[config.mk]
export PLATFORM = sky130hd
export DESIGN_NAME = pipeline_hazard_ctrl
export DESIGN_NICKNAME = d
export VERILOG_FILES = /design/src/rtl/pipeline_hazard_ctrl_pkg.sv /design/src/rtl/pipeline_hazard_ctrl_load_use_detect.sv /design/src/rtl/pipeline_hazard_ctrl.sv
export SDC_FILE = /design/constraint.sdc
export NUM_CORES = 1
export LEC_CHECK = 0
export CORE_ASPECT_RATIO = 1.5
export CORE_MARGIN = 10
export CORE_UTILIZATION = 45
export DETAILED_ROUTE_END_ITERATION = 16
export HOLD_SLACK_MARGIN = 0.06
export PLACE_DENSITY = 0.77
export SLEW_MARGIN = 20
export SYNTH_ARGS = -nofsm -noshare
export SYNTH_HDL_FRONTEND = slang
export SYNTH_SLANG_ARGS = --single-unit
[constraint.sdc]
create_clock -name clk -period 2.8 [get_ports clk]
set_input_delay 0.7 -clock clk [delete_from_list [all_inputs] [get_ports clk]]
set_output_delay 0.7 -clock clk [all_outputs]
set_load 0.1 [all_outputs]
[src/rtl/pipeline_hazard_ctrl_pkg.sv]
// rtl/pipeline_hazard_ctrl_pkg.sv - shared constants for the pipeline stall/flush sequencer
package pipeline_hazard_ctrl_pkg;

  localparam int STALL_PC = 0;
  localparam int STALL_IF = 1;
  localparam int STALL_ID = 2;

  localparam logic [0:0] HCTRL_RUN     = 1'b0;
  localparam logic [0:0] HCTRL_MC_WAIT = 1'b1;

  localparam logic [5:0] STALL_NONE    = 6'b000000;
  localparam logic [5:0] STALL_LOADUSE = (6'(1) << STALL_PC) | (6'(1) << STALL_IF);
  localparam logic [5:0] STALL_MC      = STALL_LOADUSE | (6'(1) << STALL_ID);

  typedef logic [4:0] reg_addr_t;

endpackage

[src/rtl/pipeline_hazard_ctrl_load_use_detect.sv]
// rtl/pipeline_hazard_ctrl_load_use_detect.sv - load-use hazard the ID forwarding cannot cover
module pipeline_hazard_ctrl_load_use_detect
  import pipeline_hazard_ctrl_pkg::*;
(
  input  logic      id_re1_i,
  input  logic      id_re2_i,
  input  reg_addr_t id_raddr1_i,
  input  reg_addr_t id_raddr2_i,
  input  logic      ex_mem_re_i,
  input  logic      ex_we_i,
  input  reg_addr_t ex_waddr_i,
  output logic      lu_o
);

  logic src1_hit;
  logic src2_hit;

  assign src1_hit = id_re1_i & (id_raddr1_i == ex_waddr_i);
  assign src2_hit = id_re2_i & (id_raddr2_i == ex_waddr_i);

  // r0 is hardwired zero, so a load targeting it never creates a dependency
  assign lu_o = ex_mem_re_i & ex_we_i & (ex_waddr_i != '0) & (src1_hit | src2_hit);

endmodule

[src/rtl/pipeline_hazard_ctrl.sv]
// rtl/pipeline_hazard_ctrl.sv - stall/flush sequencer: load-use, multi-cycle EX hold, flush
module pipeline_hazard_ctrl
  import pipeline_hazard_ctrl_pkg::*;
#(
  parameter int CNT_W  = 6,
  parameter int MC_MAX = 34,
  parameter int PERF_W = 32
) (
  input  logic              clk,
  input  logic              rst,
  input  logic              id_re1_i,
  input  logic              id_re2_i,
  input  logic [4:0]        id_raddr1_i,
  input  logic [4:0]        id_raddr2_i,
  input  logic              ex_mem_re_i,
  input  logic              ex_we_i,
  input  logic [4:0]        ex_waddr_i,
  input  logic              ex_mc_start_i,
  input  logic [CNT_W-1:0]  ex_mc_cycles_i,
  input  logic              flush_req_i,
  output logic [5:0]        stall_o,
  output logic              id_ex_bubble_o,
  output logic              ex_mem_bubble_o,
  output logic              flush_o,
  output logic              mc_done_o,
  output logic              mc_abort_o,
  output logic              busy_o,
  output logic [PERF_W-1:0] stall_cycles_o
);

  localparam logic [CNT_W-1:0] MC_MAX_C = CNT_W'(MC_MAX);
  localparam logic [CNT_W-1:0] ONE_C    = CNT_W'(1);

  logic [0:0]        state_q, state_d;
  logic [CNT_W-1:0]  cnt_q, cnt_d;
  logic [PERF_W-1:0] perf_q, perf_d;
  logic [CNT_W-1:0]  mc_len;
  logic              lu;

  pipeline_hazard_ctrl_load_use_detect u_lu (
    .id_re1_i    (id_re1_i),
    .id_re2_i    (id_re2_i),
    .id_raddr1_i (id_raddr1_i),
    .id_raddr2_i (id_raddr2_i),
    .ex_mem_re_i (ex_mem_re_i),
    .ex_we_i     (ex_we_i),
    .ex_waddr_i  (ex_waddr_i),
    .lu_o        (lu)
  );

  // A zero-length request still occupies EX for one cycle
  assign mc_len = (ex_mc_cycles_i == '0)     ? ONE_C    :
                  (ex_mc_cycles_i > MC_MAX_C) ? MC_MAX_C : ex_mc_cycles_i;

  always_comb begin
    state_d         = state_q;
    cnt_d           = cnt_q;
    stall_o         = STALL_NONE;
    id_ex_bubble_o  = 1'b0;
    ex_mem_bubble_o = 1'b0;
    flush_o         = 1'b0;
    mc_done_o       = 1'b0;
    mc_abort_o      = 1'b0;
    if (rst) begin
      state_d = HCTRL_RUN;
      cnt_d   = '0;
    end else if (flush_req_i) begin
      flush_o    = 1'b1;
      mc_abort_o = (state_q == HCTRL_MC_WAIT) | ex_mc_start_i;
      state_d    = HCTRL_RUN;
      cnt_d      = '0;
    end else if (state_q == HCTRL_MC_WAIT) begin
      stall_o         = STALL_MC;
      ex_mem_bubble_o = 1'b1;
      cnt_d           = cnt_q - ONE_C;
      if (cnt_q == ONE_C) begin
        mc_done_o = 1'b1;
        state_d   = HCTRL_RUN;
      end
    end else if (ex_mc_start_i) begin
      stall_o         = STALL_MC;
      ex_mem_bubble_o = 1'b1;
      if (mc_len == ONE_C) begin
        mc_done_o = 1'b1;
      end else begin
        cnt_d   = mc_len - ONE_C;
        state_d = HCTRL_MC_WAIT;
      end
    end else if (lu) begin
      stall_o        = STALL_LOADUSE;
      id_ex_bubble_o = 1'b1;
    end
  end

  always_comb begin
    perf_d = perf_q;
    if ((stall_o != STALL_NONE) && (perf_q != '1)) begin
      perf_d = perf_q + PERF_W'(1);
    end
  end

  always_ff @(posedge clk) begin
    if (rst) begin
      state_q <= HCTRL_RUN;
      cnt_q   <= '0;
      perf_q  <= '0;
    end else begin
      state_q <= state_d;
      cnt_q   <= cnt_d;
      perf_q  <= perf_d;
    end
  end

  // Registered observables are masked too so every output reads 0 while rst is sampled
  assign busy_o         = ~rst & (state_q != HCTRL_RUN);
  assign stall_cycles_o = rst ? '0 : perf_q;

endmodule

Word-level counts from Yosys, hierarchy flattened

Index checks and enable logic that the tools add are counted.
Widths: inputs -> output; s select.

Bits in registers: 39
Input port bits: 29
Output and inout port bits: 44
Word-level logic and storage cells: 63

Bitwise operators: 9
Eq/ne operators: 6
Mux-type cells: 34
Reduce and logical (&&, ||, !) cells: 7
Add/sub/neg operators: 3
Order comparisons: 1

Operator list:

| operator              | count |
|---|---|
| $mux 6                | 6 |
| $add 32x1->32 const B | 1 |
| $mux 32               | 1 |
| $ne 32x32->1 const B  | 1 |
| $mux 1                | 23 |
| $eq 6x1->1 const B    | 2 |
| $sub 6x1->6 const B   | 2 |
| $eq 5x5->1            | 2 |
| $mux 3                | 3 |
| $and 1x1->1           | 6 |
| $gt 6x6->1 const B    | 1 |
| $logic_not 6->1       | 1 |
| $reduce_bool 6->1     | 1 |
| $reduce_bool 5->1     | 1 |
| $mux 2                | 1 |
| $ne 2x2->1 const B    | 1 |
| $or 1x1->1            | 2 |
| $reduce_and 2->1      | 1 |
| $reduce_bool 2->1     | 1 |
| $reduce_or 2->1       | 1 |
| $logic_and 1x1->1     | 1 |
| $not 1->1             | 1 |

Depth between registers and ports, before layout

Word-level depth: 11
Mapped depth: 11
Gate-level depth less buffers: 11

By module

From an unflattened synthesis, not the netlist that was laid out.

Cell total of the unflattened synthesis: 330
Area total of the unflattened synthesis: 2608.8 sq um

Modules (own cells, without submodules):

| module                               | sequential area each (sq um) | cells each | times used | area an instance (sq um) |
|---|---|---|---|---|
| pipeline_hazard_ctrl                 | 780.7                        | 313        | 1          | 2473.6 |
| pipeline_hazard_ctrl_load_use_detect | 0.0                          | 17         | 1          | 135.1 |

Worst setup path after synthesis

No wires, ideal clock.

Kind: input -> output
Start point: input rst
End point: output mc_abort_o
Required time: 2.100 ns
Buffers on the path: 2
Path slack: -1.813 ns
Cell stages on the path: 4
Arrival: 3.913 ns
Cells stage by stage: clkbuf_1 > clkbuf_1 > nor2b_1 > nor2b_1

Longest elaborated chain between the ends: 1

Ends and longest elaborated chain:

| element            | line                       | source |
|---|---|---|
| start: declaration | pipeline_hazard_ctrl.sv:10 | `input logic rst,` |
| $mux 1             | pipeline_hazard_ctrl.sv:64 | `if (rst) begin` |
| end: declaration   | pipeline_hazard_ctrl.sv:26 | `output logic mc_abort_o,` |

No other way between the ends.

Worst setup path after layout

Start point: input ex_mc_cycles_i[2]
End point: output mc_done_o

Longest elaborated chain between the ends: 9
Elaborated cells on any way between the ends: 10
Those cells by class: order compare (1); eq/ne (1); mux (7); reduce/logical (1)

Ends and longest elaborated chain:

| element            | line                       | source |
|---|---|---|
| start: declaration | pipeline_hazard_ctrl.sv:19 | `input logic [CNT_W-1:0] ex_mc_cycles_i,` |
| $gt 6x6->1         | pipeline_hazard_ctrl.sv:53 | `(ex_mc_cycles_i > MC_MAX_C) ? MC_MAX_C : ex_mc_cycles_i;` |
| $mux 6             | pipeline_hazard_ctrl.sv:53 |  |
| $mux 6 (*)         | pipeline_hazard_ctrl.sv:52 | `assign mc_len = (ex_mc_cycles_i == '0) ? ONE_C :` |
| $eq 6x1->1 (*)     | pipeline_hazard_ctrl.sv:83 | `if (mc_len == ONE_C) begin` |
| $mux 1 (*)         | pipeline_hazard_ctrl.sv:83 |  |
| $mux 1 (*)         | pipeline_hazard_ctrl.sv:80 | `end else if (ex_mc_start_i) begin` |
| $mux 1 (*)         | pipeline_hazard_ctrl.sv:72 | `end else if (state_q == HCTRL_MC_WAIT) begin` |
| $mux 1 (*)         | pipeline_hazard_ctrl.sv:67 | `end else if (flush_req_i) begin` |
| $mux 1 (*)         | pipeline_hazard_ctrl.sv:64 |  |
| end: declaration   | pipeline_hazard_ctrl.sv:25 | `output logic mc_done_o,` |

Mark *: on every way between the ends. The rest lies on a longest branch, timed or not.

==> qor.csv <==
stage;metric;value;unit
status;outcome;finished with violations;
status;violations;setup timing;
drt;wl;7360;um
power_and_ir_drop;ir_drop;0.0002163;V
drt;ant_nets;0;
timing;finalMaxSlewViolations;0;
layout;fill_cells;362;
clock_tree;root_buffer;clkbuf_8;
floorplan;ios;73;
setup_path;setup.worst_path.class;in2out;
placed_design;dpl.cell_count;469;
clock_tree;cts_num_sinks;39;
placed_design;io_buffers;69;
synth;async_flop_share;0;
synth;ys_warn_count;0;
grt;track_usage;0.1599;
timing;finalCritPeriodShare;1.056;
drt;via_count;2621;
floorplan;core_area;5450;sq um
grt;antenna_found_initial;0;
layout;fin_cells;489;
synth;syn_area_per_cell;7.888;sq um
layout;final_area;4262;sq um
setup_path;rr_startpoint;perf_q[15]$_SDFFE_PP0P_;
clock_tree;hold_buffers;0;
drt;drt_iter0_markers;83;
layout;area_growth;69.37;%
layout;layout_commonest_cell;buf_12;
power_and_ir_drop;p_seq_frac;0.454;
timing;max_clock_freq;338.1;MHz
drt;routed_via_density;5.360;
setup_path;cp-endpoint;mc_done_o;
power_and_ir_drop;p_sw_frac;0.2897;
grt;grt_overflow;0;
timing;grt_setup_unrepaired;true;
grt;grt_pass1_vias;2637;
clock_tree;htree_levels;2;
job;cap_violations;0;
power_and_ir_drop;clkPwrFrac;0.308;
timing;skew;5.282;ps
placed_design;post_dp_cell_area;3973;sq um
grt;grt_max_degree;63;
floorplan;dieArea;9044;sq um
synth;synth.distinct_cells;45;
grt;grt_pass1_wl;11960;um
layout;antenna_cells;0;
drt;drc;0;
setup_path;crit_arrival;2260;ps
timing;finalCriticalPeriod;2958;ps
power_and_ir_drop;combPwrFrac;0.238;
power_and_ir_drop;p_int;0.8833;mW
placed_design;place_congestion;0.7987;
synth;syn_area;2516;sq um
floorplan;die-width;81.06;um
synth;synth_seq_cells;39;
setup_path;critPathRequiredTime;2100;ps
timing;hold_viol;0;
power_and_ir_drop;p_leak;1.649;nW
layout;final_nets;453;
power_and_ir_drop;pwr_density_cell;291.8;nW/um^2
setup_path;critPathLaunch;ex_mc_cycles_i[2];
timing;finalSetupViolCount;1;
clock_tree;cts_tree;yes;
power_and_ir_drop;finalPower;1.244;mW
floorplan;die_h;111.6;um
synth;yosysSeqAreaShare;0.3103;
setup_path;rr_worst_depth;6;
drt;first_pass_iters;4;
setup_path;worstSetupEndpointType;output port;
synth;synth_cells;319;
synth;ys.flop_type;dfxtp_1;
placed_design;hpwl;5521;um
timing;layout_setup_ws;-158.0;ps
min_path;hp-class;reg2reg;
layout;final_util;0.7819;
layout;mostFrequentLayoutCells;buf_12 (42), dfxtp_1 (39), buf_4 (38), nor2_1 (35), nand2_1 (22);
setup_path;r2r_slack;440;ps
layout;drive_gt1_frac;0.4033;
power_and_ir_drop;switching_power;0.3603;mW
drt;detail_route.wl_per_cell;15.05;um
setup_path;crit_fanout;2;
clock_tree;cts.path.max_buffers;2;
setup_path;worst_setup_path_start_kind;input pin;
clock_tree;clk_pin_slew;70;ps
floorplan;start_util;0.4617;
setup_path;rr_endpoint;perf_q[17]$_SDFFE_PP0P_;
floorplan;rows;33;
clock_tree;clock_latency;290;ps
synth;synth-edff-count;0;
clock_tree;cts_made_buffers;5;
per-stage QoR:
stage | setup TNS (ps) | worst slack (ps) | hold WS, ps
after floorplan | -5501 | -343.5 | 466.6
after global placement | -8203 | -492.3 | 481.1
after detailed placement | -10010 | -593.0 | 493.8
after CTS | -316.8 | -201.3 | 505.9
after global routing | -578.7 | -212.1 | 548.0
final | -158.0 | -158.0 | 507.6
registers in the layout (all words and copies together) (netlist names):
signal   count
perf_q      32
state_q      1
cnt_q        6
worst min path at each step:
stage	start	to	slack [ps]	depth (start not counted)
after floorplan	perf_q[1]$_SDFFE_PP0P_	perf_q[1]$_SDFFE_PP0P_	470	2
after global placement	perf_q[1]$_SDFFE_PP0P_	perf_q[1]$_SDFFE_PP0P_	480	2
after detailed placement	perf_q[1]$_SDFFE_PP0P_	perf_q[1]$_SDFFE_PP0P_	490	2
after CTS	perf_q[1]$_SDFFE_PP0P_	perf_q[1]$_SDFFE_PP0P_	510	2
after global routing	perf_q[23]$_SDFFE_PP0P_	perf_q[23]$_SDFFE_PP0P_	550	2
final	perf_q[1]$_SDFFE_PP0P_	perf_q[1]$_SDFFE_PP0P_	510	2
power groups by stage:
stage               Sequential (mW)  Combinational [mW]  Clock, mW
floorplan                     0.576               0.164          0
finish                        0.565               0.296      0.382
global route                  0.565               0.319      0.407
CTS                           0.564               0.277      0.391
detailed placement            0.577               0.272          0
global placement              0.577               0.265          0
final cells by class:
cell class | count | area, sq um | share of cell area
flip-flops and latches | 39 | 780.7 | 0.1832
multi-input cells | 257 | 1889 | 0.4433
repair buffers | 109 | 1386 | 0.3253
inverters | 7 | 30.03 | 0.007046
well taps | 70 | 87.58 | 0.02055
clock buffers | 6 | 82.58 | 0.01938
clock inverters | 1 | 5.005 | 0.001174
layer usage:
layer  vias to the layer above  wire length (um)  global-route usage
met5                         -                 0                   0
met4                         0               198             0.06837
met3                        15               478             0.04750
met2                        69              3974              0.2910
met1                      1220              2710              0.1598
li1                       1317                 -                   -
cells by family after synthesis:
family	synth area share
XOR/XNOR	0.04177
flip-flops	0.3103
multiplexers	0.1044
other	0.001490
AND/OR/NAND/NOR	0.3620
adder cells (fa/ha/maj)	0.02486
buffers and inverters	0.04824
AO/OA/AOI/OAI	0.1069
critical path, stage by stage:
cell	delay (ps)
buf_6	90
or3_4	410
nor2_4	110
nor2_2	60
o21ai_2	180
ha_4	170
nand2b_4	60
nor2_4	80
o21ai_2	80
a21oi_4	140
buf_12	190
timing repair:
action	in CTS	in global routing
resized for setup	42	20
pin swaps	20	13
endpoints found under the setup margin	19	26
buffers inserted	10	3
cell usage after synthesis (2+ instances only):
cell / instances / share of area
a21oi_1: 14 / 0.028
clkbuf_1: 9 / 0.013
nor2_1: 42 / 0.063
nand4_1: 12 / 0.030
nor3_1: 5 / 0.0099
nand3_1: 16 / 0.032
inv_1: 7 / 0.010
ha_1: 5 / 0.025
and3_4: 2 / 0.0090
xnor2_1: 12 / 0.042
and3_1: 4 / 0.0099
and4_1: 2 / 0.0070
o21ai_0: 15 / 0.030
nor4_1: 4 / 0.0099
o31ai_1: 3 / 0.0090
mux2_2: 22 / 0.098
nand2_1: 24 / 0.036
dfxtp_1: 39 / 0.31
nor2b_1: 37 / 0.092
or4_1: 3 / 0.0090
buf_4: 5 / 0.015
o22ai_1: 2 / 0.0050
nand2b_1: 3 / 0.0075
buf_1: 2 / 0.0030
nand3b_1: 2 / 0.0060
a211oi_1: 3 / 0.0090
o2111a_1: 2 / 0.0090
or3_1: 6 / 0.015
Power figures use the tool's default switching activity.
